[config.mk]
export PLATFORM = sky130hd
export DESIGN_NAME = inst_encoder
export DESIGN_NICKNAME = d
export VERILOG_FILES = /design/src/rtl/enc_pkg.sv /design/src/rtl/inst_encoder_imm_gen.sv /design/src/rtl/inst_encoder_pack.sv /design/src/rtl/inst_encoder.sv
export SDC_FILE = /design/constraint.sdc
export NUM_CORES = 1
export LEC_CHECK = 0
export BUFFER_PORTS_ARGS = -buffer_cell sky130_fd_sc_hd__clkbuf_2
export CORE_AREA = 3 3 149 151
export CTS_BUF_LIST = sky130_fd_sc_hd__clkbuf_4 sky130_fd_sc_hd__clkbuf_8
export DETAILED_ROUTE_END_ITERATION = 7
export DIE_AREA = 0 0 152 154
export SYNTH_ARGS = -nofsm -noshare
export SYNTH_HDL_FRONTEND = slang
export SYNTH_SLANG_ARGS = --single-unit
[constraint.sdc]
create_clock -name clk -period 2.5 [get_ports clk]
set_clock_uncertainty 0.15 [all_clocks]
set_input_delay 0.5 -clock clk [delete_from_list [all_inputs] [get_ports clk]]
set_output_delay 0.5 -clock clk [all_outputs]
set_load 0.05 [all_outputs]
[src/rtl/enc_pkg.sv]
// Shared types and constants for the RV32I instruction encoder: format enum,
// base opcodes, the canonical NOP and the per-format immediate range check.
package enc_pkg;

  typedef enum logic [2:0] {
    FMT_R      = 3'd0,
    FMT_I_LOAD = 3'd1,
    FMT_I_ALU  = 3'd2,
    FMT_S      = 3'd3,
    FMT_B      = 3'd4,
    FMT_JALR   = 3'd5,
    FMT_JAL    = 3'd6,
    FMT_ILL    = 3'd7
  } fmt_e;

  localparam logic [6:0] OPC_R      = 7'b0110011;
  localparam logic [6:0] OPC_LOAD   = 7'b0000011;
  localparam logic [6:0] OPC_OP_IMM = 7'b0010011;
  localparam logic [6:0] OPC_STORE  = 7'b0100011;
  localparam logic [6:0] OPC_BRANCH = 7'b1100011;
  localparam logic [6:0] OPC_JALR   = 7'b1100111;
  localparam logic [6:0] OPC_JAL    = 7'b1101111;

  localparam logic [31:0] NOP = 32'h0000_0013;

  // An immediate fits when every bit above the format's sign bit copies it;
  // B and JAL targets must also be halfword aligned.
  function automatic logic imm_fits(input fmt_e fmt, input logic [31:0] imm);
    logic ok;
    case (fmt)
      FMT_R:                                  ok = 1'b1;
      FMT_I_LOAD, FMT_I_ALU, FMT_S, FMT_JALR: ok = (&imm[31:11]) || !(|imm[31:11]);
      FMT_B:   ok = ((&imm[31:12]) || !(|imm[31:12])) && !imm[0];
      FMT_JAL: ok = ((&imm[31:20]) || !(|imm[31:20])) && !imm[0];
      default:                                ok = 1'b0;
    endcase
    return ok;
  endfunction

endpackage

[src/rtl/inst_encoder_imm_gen.sv]
// Core immediate generator, used only by the round-trip self-check
// (INST_ENC_ROUNDTRIP_CHK_EN); decodes the sign-extended immediate of a word.
`ifdef INST_ENC_ROUNDTRIP_CHK_EN
module imm_Gen
  import enc_pkg::*;
(
  input  logic [31:0] inst,
  output logic [31:0] imm
);

  always_comb begin
    imm = '0;
    case (inst[6:0])
      OPC_LOAD, OPC_OP_IMM, OPC_JALR: imm = {{20{inst[31]}}, inst[31:20]};
      OPC_STORE:  imm = {{20{inst[31]}}, inst[31:25], inst[11:7]};
      OPC_BRANCH: imm = {{19{inst[31]}}, inst[31], inst[7], inst[30:25], inst[11:8], 1'b0};
      OPC_JAL:    imm = {{11{inst[31]}}, inst[31], inst[19:12], inst[20], inst[30:21], 1'b0};
      default:    imm = '0;
    endcase
  end

endmodule
`endif

[src/rtl/inst_encoder_pack.sv]
// Combinational packer: places register, funct and immediate fields into the
// RV32I base instruction layouts. Only imm[20:0] can ever reach the word.
module enc_pack
  import enc_pkg::*;
(
  input  fmt_e        fmt,
  input  logic [4:0]  rd,
  input  logic [4:0]  rs1,
  input  logic [4:0]  rs2,
  input  logic [2:0]  funct3,
  input  logic [6:0]  funct7,
  input  logic [20:0] imm,
  output logic [31:0] inst
);

  always_comb begin
    // NOTE: default assignment first so every path drives inst and no latch is inferred.
    inst = NOP;
    case (fmt)
      FMT_R:      inst = {funct7, rs2, rs1, funct3, rd, OPC_R};
      FMT_I_LOAD: inst = {imm[11:0], rs1, funct3, rd, OPC_LOAD};
      FMT_I_ALU:  inst = {imm[11:0], rs1, funct3, rd, OPC_OP_IMM};
      FMT_S:      inst = {imm[11:5], rs2, rs1, funct3, imm[4:0], OPC_STORE};
      FMT_B:      inst = {imm[12], imm[10:5], rs2, rs1, funct3, imm[4:1], imm[11], OPC_BRANCH};
      FMT_JALR:   inst = {imm[11:0], rs1, 3'b000, rd, OPC_JALR};
      FMT_JAL:    inst = {imm[20], imm[10:1], imm[11], imm[19:12], rd, OPC_JAL};
      default:    inst = NOP;
    endcase
  end

endmodule

[src/rtl/inst_encoder.sv]
// Two-stage valid/ready RV32I instruction encoder tagging each word with a
// loader write address. INST_ENC_ROUNDTRIP_CHK_EN adds a decode self-check.
module inst_encoder
  import enc_pkg::*;
#(
  parameter int unsigned       ADDR_W    = 32,
  parameter logic [ADDR_W-1:0] BASE_ADDR = '0
) (
  input  logic              clk,
  input  logic              rst_n,
  input  logic              clear,
  input  logic              in_valid,
  output logic              in_ready,
  input  fmt_e              fmt,
  input  logic [4:0]        rd,
  input  logic [4:0]        rs1,
  input  logic [4:0]        rs2,
  input  logic [2:0]        funct3,
  input  logic [6:0]        funct7,
  input  logic [31:0]       imm,
  output logic              out_valid,
  input  logic              out_ready,
  output logic [31:0]       out_inst,
  output logic [ADDR_W-1:0] out_addr,
  output logic              out_err
`ifdef INST_ENC_ROUNDTRIP_CHK_EN
  , output logic            rt_mismatch
`endif
);

  logic              s1_valid, s1_err;
  fmt_e              s1_fmt;
  logic [4:0]        s1_rd, s1_rs1, s1_rs2;
  logic [2:0]        s1_funct3;
  logic [6:0]        s1_funct7;
  logic [20:0]       s1_imm;
  logic              s2_valid, s2_err, s2_load;
  logic [31:0]       s2_inst, packed_inst;
  logic [ADDR_W-1:0] addr_q;

  assign s2_load  = !s2_valid || out_ready;
  assign in_ready = !s1_valid || s2_load;

  always_ff @(posedge clk or negedge rst_n) begin
    if (!rst_n) begin
      // NOTE: sequential state uses non-blocking assignments so every flop samples pre-edge values.
      s1_valid <= 1'b0;
    end else if (clear) begin
      s1_valid <= 1'b0;
    end else if (in_ready) begin
      s1_valid <= in_valid;
    end
  end

  // NOTE: payload flops are not reset; they are only observed behind s1_valid.
  always_ff @(posedge clk) begin
    if (in_valid && in_ready) begin
      s1_fmt    <= fmt;
      s1_rd     <= rd;
      s1_rs1    <= rs1;
      s1_rs2    <= rs2;
      s1_funct3 <= funct3;
      s1_funct7 <= funct7;
      s1_imm    <= imm[20:0];
      s1_err    <= !imm_fits(fmt, imm);
    end
  end

  enc_pack u_pack (
    .fmt    (s1_fmt),
    .rd     (s1_rd),
    .rs1    (s1_rs1),
    .rs2    (s1_rs2),
    .funct3 (s1_funct3),
    .funct7 (s1_funct7),
    .imm    (s1_imm),
    .inst   (packed_inst)
  );

  always_ff @(posedge clk or negedge rst_n) begin
    if (!rst_n) begin
      s2_valid <= 1'b0;
      s2_inst  <= '0;
      s2_err   <= 1'b0;
    end else if (clear) begin
      s2_valid <= 1'b0;
    end else if (s2_load) begin
      s2_valid <= s1_valid;
      if (s1_valid) begin
        s2_inst <= s1_err ? NOP : packed_inst;
        s2_err  <= s1_err;
      end
    end
  end

  // Errored words still occupy a slot, so every output handshake advances.
  always_ff @(posedge clk or negedge rst_n) begin
    if (!rst_n) begin
      addr_q <= BASE_ADDR;
    end else if (clear) begin
      addr_q <= BASE_ADDR;
    end else if (s2_valid && out_ready) begin
      addr_q <= addr_q + ADDR_W'(4);
    end
  end

  assign out_valid = s2_valid;
  assign out_inst  = s2_inst;
  assign out_err   = s2_err;
  assign out_addr  = addr_q;

`ifdef INST_ENC_ROUNDTRIP_CHK_EN
  fmt_e        s2_fmt;
  logic [20:0] s2_imm;
  logic [31:0] dec_imm;
  logic        rt_bad;

  always_ff @(posedge clk) begin
    if (s2_load && s1_valid) begin
      s2_fmt <= s1_fmt;
      s2_imm <= s1_imm;
    end
  end

  imm_Gen u_imm_gen (
    .inst (s2_inst),
    .imm  (dec_imm)
  );

  // Error-free words have imm[31:21] equal to imm[20], so the 21-bit copy suffices.
  assign rt_bad = s2_valid && !s2_err && (s2_fmt != FMT_R) && (s2_fmt != FMT_ILL)
                  && (dec_imm != {{11{s2_imm[20]}}, s2_imm});

  always_ff @(posedge clk or negedge rst_n) begin
    if (!rst_n) begin
      rt_mismatch <= 1'b0;
    end else if (clear) begin
      rt_mismatch <= 1'b0;
    end else if (rt_bad) begin
      rt_mismatch <= 1'b1;
    end
  end

  a_roundtrip : assert property (@(posedge clk) disable iff (!rst_n) !rt_bad);
`endif

endmodule

# == Word level (Yosys, flattened, before mapping) ==
# Index checks and enable logic that the tools add are counted.
# word_totals
output_inout_bits,67
input_bits,65
ff_bits,117
elab_cells,66
# classes
n_reduce_logical,29
muxes,10
eq_ne,12
n_addsub,1
bitwise_logic,1
# ops
operator,count
$pmux 32 s7,1
$mux 32,3
$add 32x3->32 const B,1
$reduce_and 21->1,1
$reduce_or 21->1,1
$reduce_and 20->1,1
$reduce_or 20->1,1
$eq 3x3->1 const B,6
$eq 3x2->1 const B,4
$reduce_and 12->1,1
$reduce_or 12->1,1
$logic_not 1->1,7
$eq 3x1->1 const B,2
$logic_not 3->1,2
$reduce_bool 2->1,3
$logic_or 1x1->1,5
$mux 1,5
$logic_and 1x1->1,4
$pmux 1 s4,1
$reduce_or 4->1,1
$reduce_and 3->1,1
$not 1->1,1

# == Depth between registers and ports, before layout ==
# logic_depth
word_depth,7
mapped_depth,6
depth_no_buf,5

# == Modules after synthesis ==
# A second synthesis with hierarchy kept.
# unflattened
cells_unflattened,522
area_unflattened_um2,5413.9
# modules_own_cells
mod,seq_area_each_um2,cells_per_inst,area_each_um2,instances
inst_encoder,3128.0,385,4619.4,1
enc_pack,0.0,137,794.5,1

# == Least setup slack after synthesis ==
# No wires, ideal clock.
# synth_timing
path_type,flip-flop to flip-flop
start,"reg s2_valid, in the netlist out_valid"
end,"reg s1_err, enable pin"
path_slack_ps,-577
t_required_ps,1937
path_buffers,0
path_stages_with_launch,4
setup_ps,413
synth_period_minus_slack_ps,3077
arrival_ps,2515
cell_sequence,dfrtp_1 -> nor2b_1 -> nand2_1 -> and2_1
# synth_via
elab_chain_cells,4
# synth_lines
item,line_no,source
"start, declared",inst_encoder.sv:37,"logic s2_valid, s2_err, s2_load;"
"start signal, assigned",inst_encoder.sv:88,s2_valid <= s1_valid;
$logic_not 1->1,inst_encoder.sv:41,assign s2_load = !s2_valid || out_ready;
$logic_or 1x1->1,inst_encoder.sv:41,
$logic_or 1x1->1,inst_encoder.sv:42,assign in_ready = !s1_valid || s2_load;
via in_ready,inst_encoder.sv:13,"output logic in_ready,"
$logic_and 1x1->1,inst_encoder.sv:57,if (in_valid && in_ready) begin
"end signal, assigned",inst_encoder.sv:65,"s1_err <= !imm_fits(fmt, imm);"
"end, declared",inst_encoder.sv:31,"logic s1_valid, s1_err;"
# The timed path passes the listed nets, and every way through them passes these cells.
# A chain may end at the register's enable or synchronous reset.

# == Final worst setup path ==
# layout_timing
start,"reg addr_q[15], in the netlist out_addr[15]"
end,"reg addr_q[31], in the netlist out_addr[31]"
# layout_via
elab_chain_cells,3
# layout_lines
item,line_no,source
"start, declared",inst_encoder.sv:39,logic [ADDR_W-1:0] addr_q;
"start signal, assigned",inst_encoder.sv:103,addr_q <= addr_q + ADDR_W'(4);
$add 32x3->32,inst_encoder.sv:103,
$mux 32,inst_encoder.sv:102,end else if (s2_valid && out_ready) begin
$mux 32,inst_encoder.sv:100,end else if (clear) begin
# No other way between the ends. The select of a mux whose other input is x is not followed.

==> reports/qor.txt <==
First DRT Iteration DRCs: 173
#FFs+latches synth: 114
DP HPWL: 10,400 µm
H-Tree Depth: 4
Worst R2R Start: out_addr[15]
CTS Buf Count: 17
CTS tree: built
Final Non-Filler Cells: 894
Drt first pass iters: 4
Worst-margin pin slew: 548 ps
Worst-Skew Late Latency: 420 ps
Count leader, synth: dfrtp_1
Final-report hold violation count: 0
Crit share post-route: 89.6%
R2r setup slk: 260 ps
Die area: 23,400 µm²
Hold crit path type: in2reg
Largest net degree at the start of global routing: 42
Routed WL per cell: 15.5 µm
Die height: 154 µm
Total global routing track utilization: 12.0%
Crit Path Class: reg2reg
Cell Area, Placed: 6260 µm²
Synth Cell Area: 5240 µm²
Critical Path Start Type: flip-flop
Reg2reg path depth: 4
Sequential area share after synthesis: 59.3%
Initial Utilization: 25.0%
WL met2: 6700 µm
Die width: 152 µm
Tot Pwr: 4.47 mW
Root buf cell: clkbuf_8
Wire length on met1: 6270 µm
# port buffers: 129
Min-delay src: rs1[0]
Met3 wire length: 756 µm
IO Pins: 132
Post-Route Setup TNS: 0 ps
Status: completed
ANT nets after route: 0
ANT cells: 0
Synth async-reset ratio: 56.1%
# setup viols final: 0
GP Congestion: 0.772
Fmax: 0.447 GHz
Placed insts: 861
Synth Instances: 466
Fin crit period: 2240 ps
Area Overhead vs Synth: 27.9%
Worst-path fanout max: 10
End of the worst hold path: s1_rs1[0]
First-pass GRT wire length: 22,600 µm
Cell Pwr Density: 667 nW/µm²
Area of the multi-input gates: 1980 µm²
Sequential Area: 3100 µm²
Maximum vdd drop: 0.264 mV
CP cell instances: nand4_1, or4_1, or4_1, a21oi_1
Hold path depth: 1
Synth top area share: 30.6%
Vias in the first global route: 4,219
Top cell family by delay on the critical path: simple AND/OR/NAND/NOR gates
Slowest stage delay, CP: 710 ps
CP most frequent cell: or4_1
Cell Rows: 53
R2R Path End: out_addr[31]
Critical Path RT: 2700 ps
Antenna violations before repair: 0
Buf/Inv on CP: 0
Leading area contributor after synthesis: dfrtp_1
Syn avg cell area: 11.2 µm²
Ratio of cells with drive above 1 in the final layout: 29.9%
Top post-synthesis cells by area: dfrtp_1, edfxtp_1, a21oi_1
Number of synthesized flops with an enable pin: 50
Vias: 4,202
Max-Cap Viols: 0
CP arrival: 2440 ps
Ys flop type: dfrtp_1
Top sig layer: met4
WL final: 13,900 µm
Nets: 672
# DRC: 0
Distinct cell type count after synthesis: 52
Clock Pin Slew Worst Setup and Hold Paths: 80 ps
Syn. warnings: 0
RSZ-0062 raised after global routing: false
Max transition margin: 63.5%
Crit-path slowest cell: or4_1
Core area: 21,000 µm²
Global route overflow: 0
Post-route design area: 6700 µm²
Clock sink count: 114
Critical Path End Type: flip-flop
Leak pwr: 2.76 nW
Synth top cells by count: dfrtp_1, edfxtp_1, a21oi_1, nand2_1, o31ai_1
Longest Clk Path Bufs: 2
Vias per cell: 4.70
Final Max Tran Viols: 0
Fill cells: 2,183
==> logic make-up after synthesis <==
group / count (synthesis) / synth area share, %
AO/OA/AOI/OAI: 135 / 17.1
XOR/XNOR: 11 / 1.84
adder cells (fa/ha/maj): 1 / 0.239
buffers and inverters: 39 / 3.11
flip-flops: 114 / 59.3
multiplexers: 4 / 0.789
other: 1 / 0.0716
AND/OR/NAND/NOR: 161 / 17.5
==> worst max path at each step <==
stage,cells after the start,end,startpoint,slack (ps)
2_1_floorplan,6,out_addr[24],out_addr[2],50
3_3_place_gp,5,out_inst[29],out_ready,200
3_5_place_dp,5,out_inst[30],out_ready,150
4_1_cts,4,out_addr[31],out_addr[15],250
5_1_grt,4,out_addr[31],out_addr[15],110
6_report,4,out_addr[31],out_addr[15],260
==> stage by stage <==
step	setup WS, ps	hold WS (ps)	util, %
floorplan	51.0	54.4	-
global placement	200	314	29.9
detailed placement	151	329	29.9
CTS	255	57.0	32.0
global route	109	48.6	32.0
finish	261	95.8	32.0
==> metal layers <==
layer	vias to the layer above	GRT usage [%]
met5	-	0
met3	11	4.00
met2	119	19.6
met4	0	3.17
li1	2069	-
met1	2003	15.4
==> registers in the layout, indices dropped and copies added (netlist names) <==
signal and flops:
out_inst 31, out_valid 1, s1_fmt 3, s1_rd 5, out_addr 30, s1_valid 1
s1_funct7 7, s1_rs1 5, s1_imm 21, s1_funct3 3, s1_err 1, s1_rs2 5
out_err 1
==> layout make-up <==
class	instances	area share, %
clock inverters	12	2.32
inverters	10	0.561
clock buffers	20	4.02
multi-input cells	314	29.5
well taps	275	5.14
repair buffers	149	12.1
flip-flops and latches	114	46.3
==> worst reg2reg max path, delay by kind of cell, from the launching register on <==
| kind | cells | cell delay (ps) |
|---|---|---|
| and+or+nand+nor | 3 | 1410 |
| AOI/OAI and AO/OA | 1 | 150 |
| DFF | 1 | 460 |
==> where the power goes <==
group | switching (mW) | internal (mW)
Combinational | 0.364 | 0.161
Sequential | 0.0601 | 2.06
Clock | 0.769 | 1.05
Total | 1.19 | 3.27
==> layout by cell type, fill, tap and decap left out, drive strengths merged, types with 3 or more instances in the layout <==
cell type / n
nor2: 15
nand2b: 4
clkbuf: 149
a211oi: 5
a22oi: 10
buf: 19
nand2: 43
o2bb2ai: 3
a22o: 13
nor3b: 5
and2: 6
dfrtp: 64
edfxtp: 50
mux2i: 3
o22ai: 6
clkinv: 5
or4: 20
nor3: 3
and3: 10
or3: 4
o211ai: 5
o21ai: 14
a21oi: 44
bufinv: 3
nand3: 13
xor2: 5
and4: 5
inv: 12
nor4: 7
xnor2: 6
nor2b: 10
nand4: 12
o31ai: 25
==> timing repair <==
item / in CTS / in global routing
buffers inserted: 0 / 0
resized for setup: 0 / 0
hold endpoints to repair: 23 / 0
hold buffers: 1 / 0
Power figures use the tool's default switching activity.
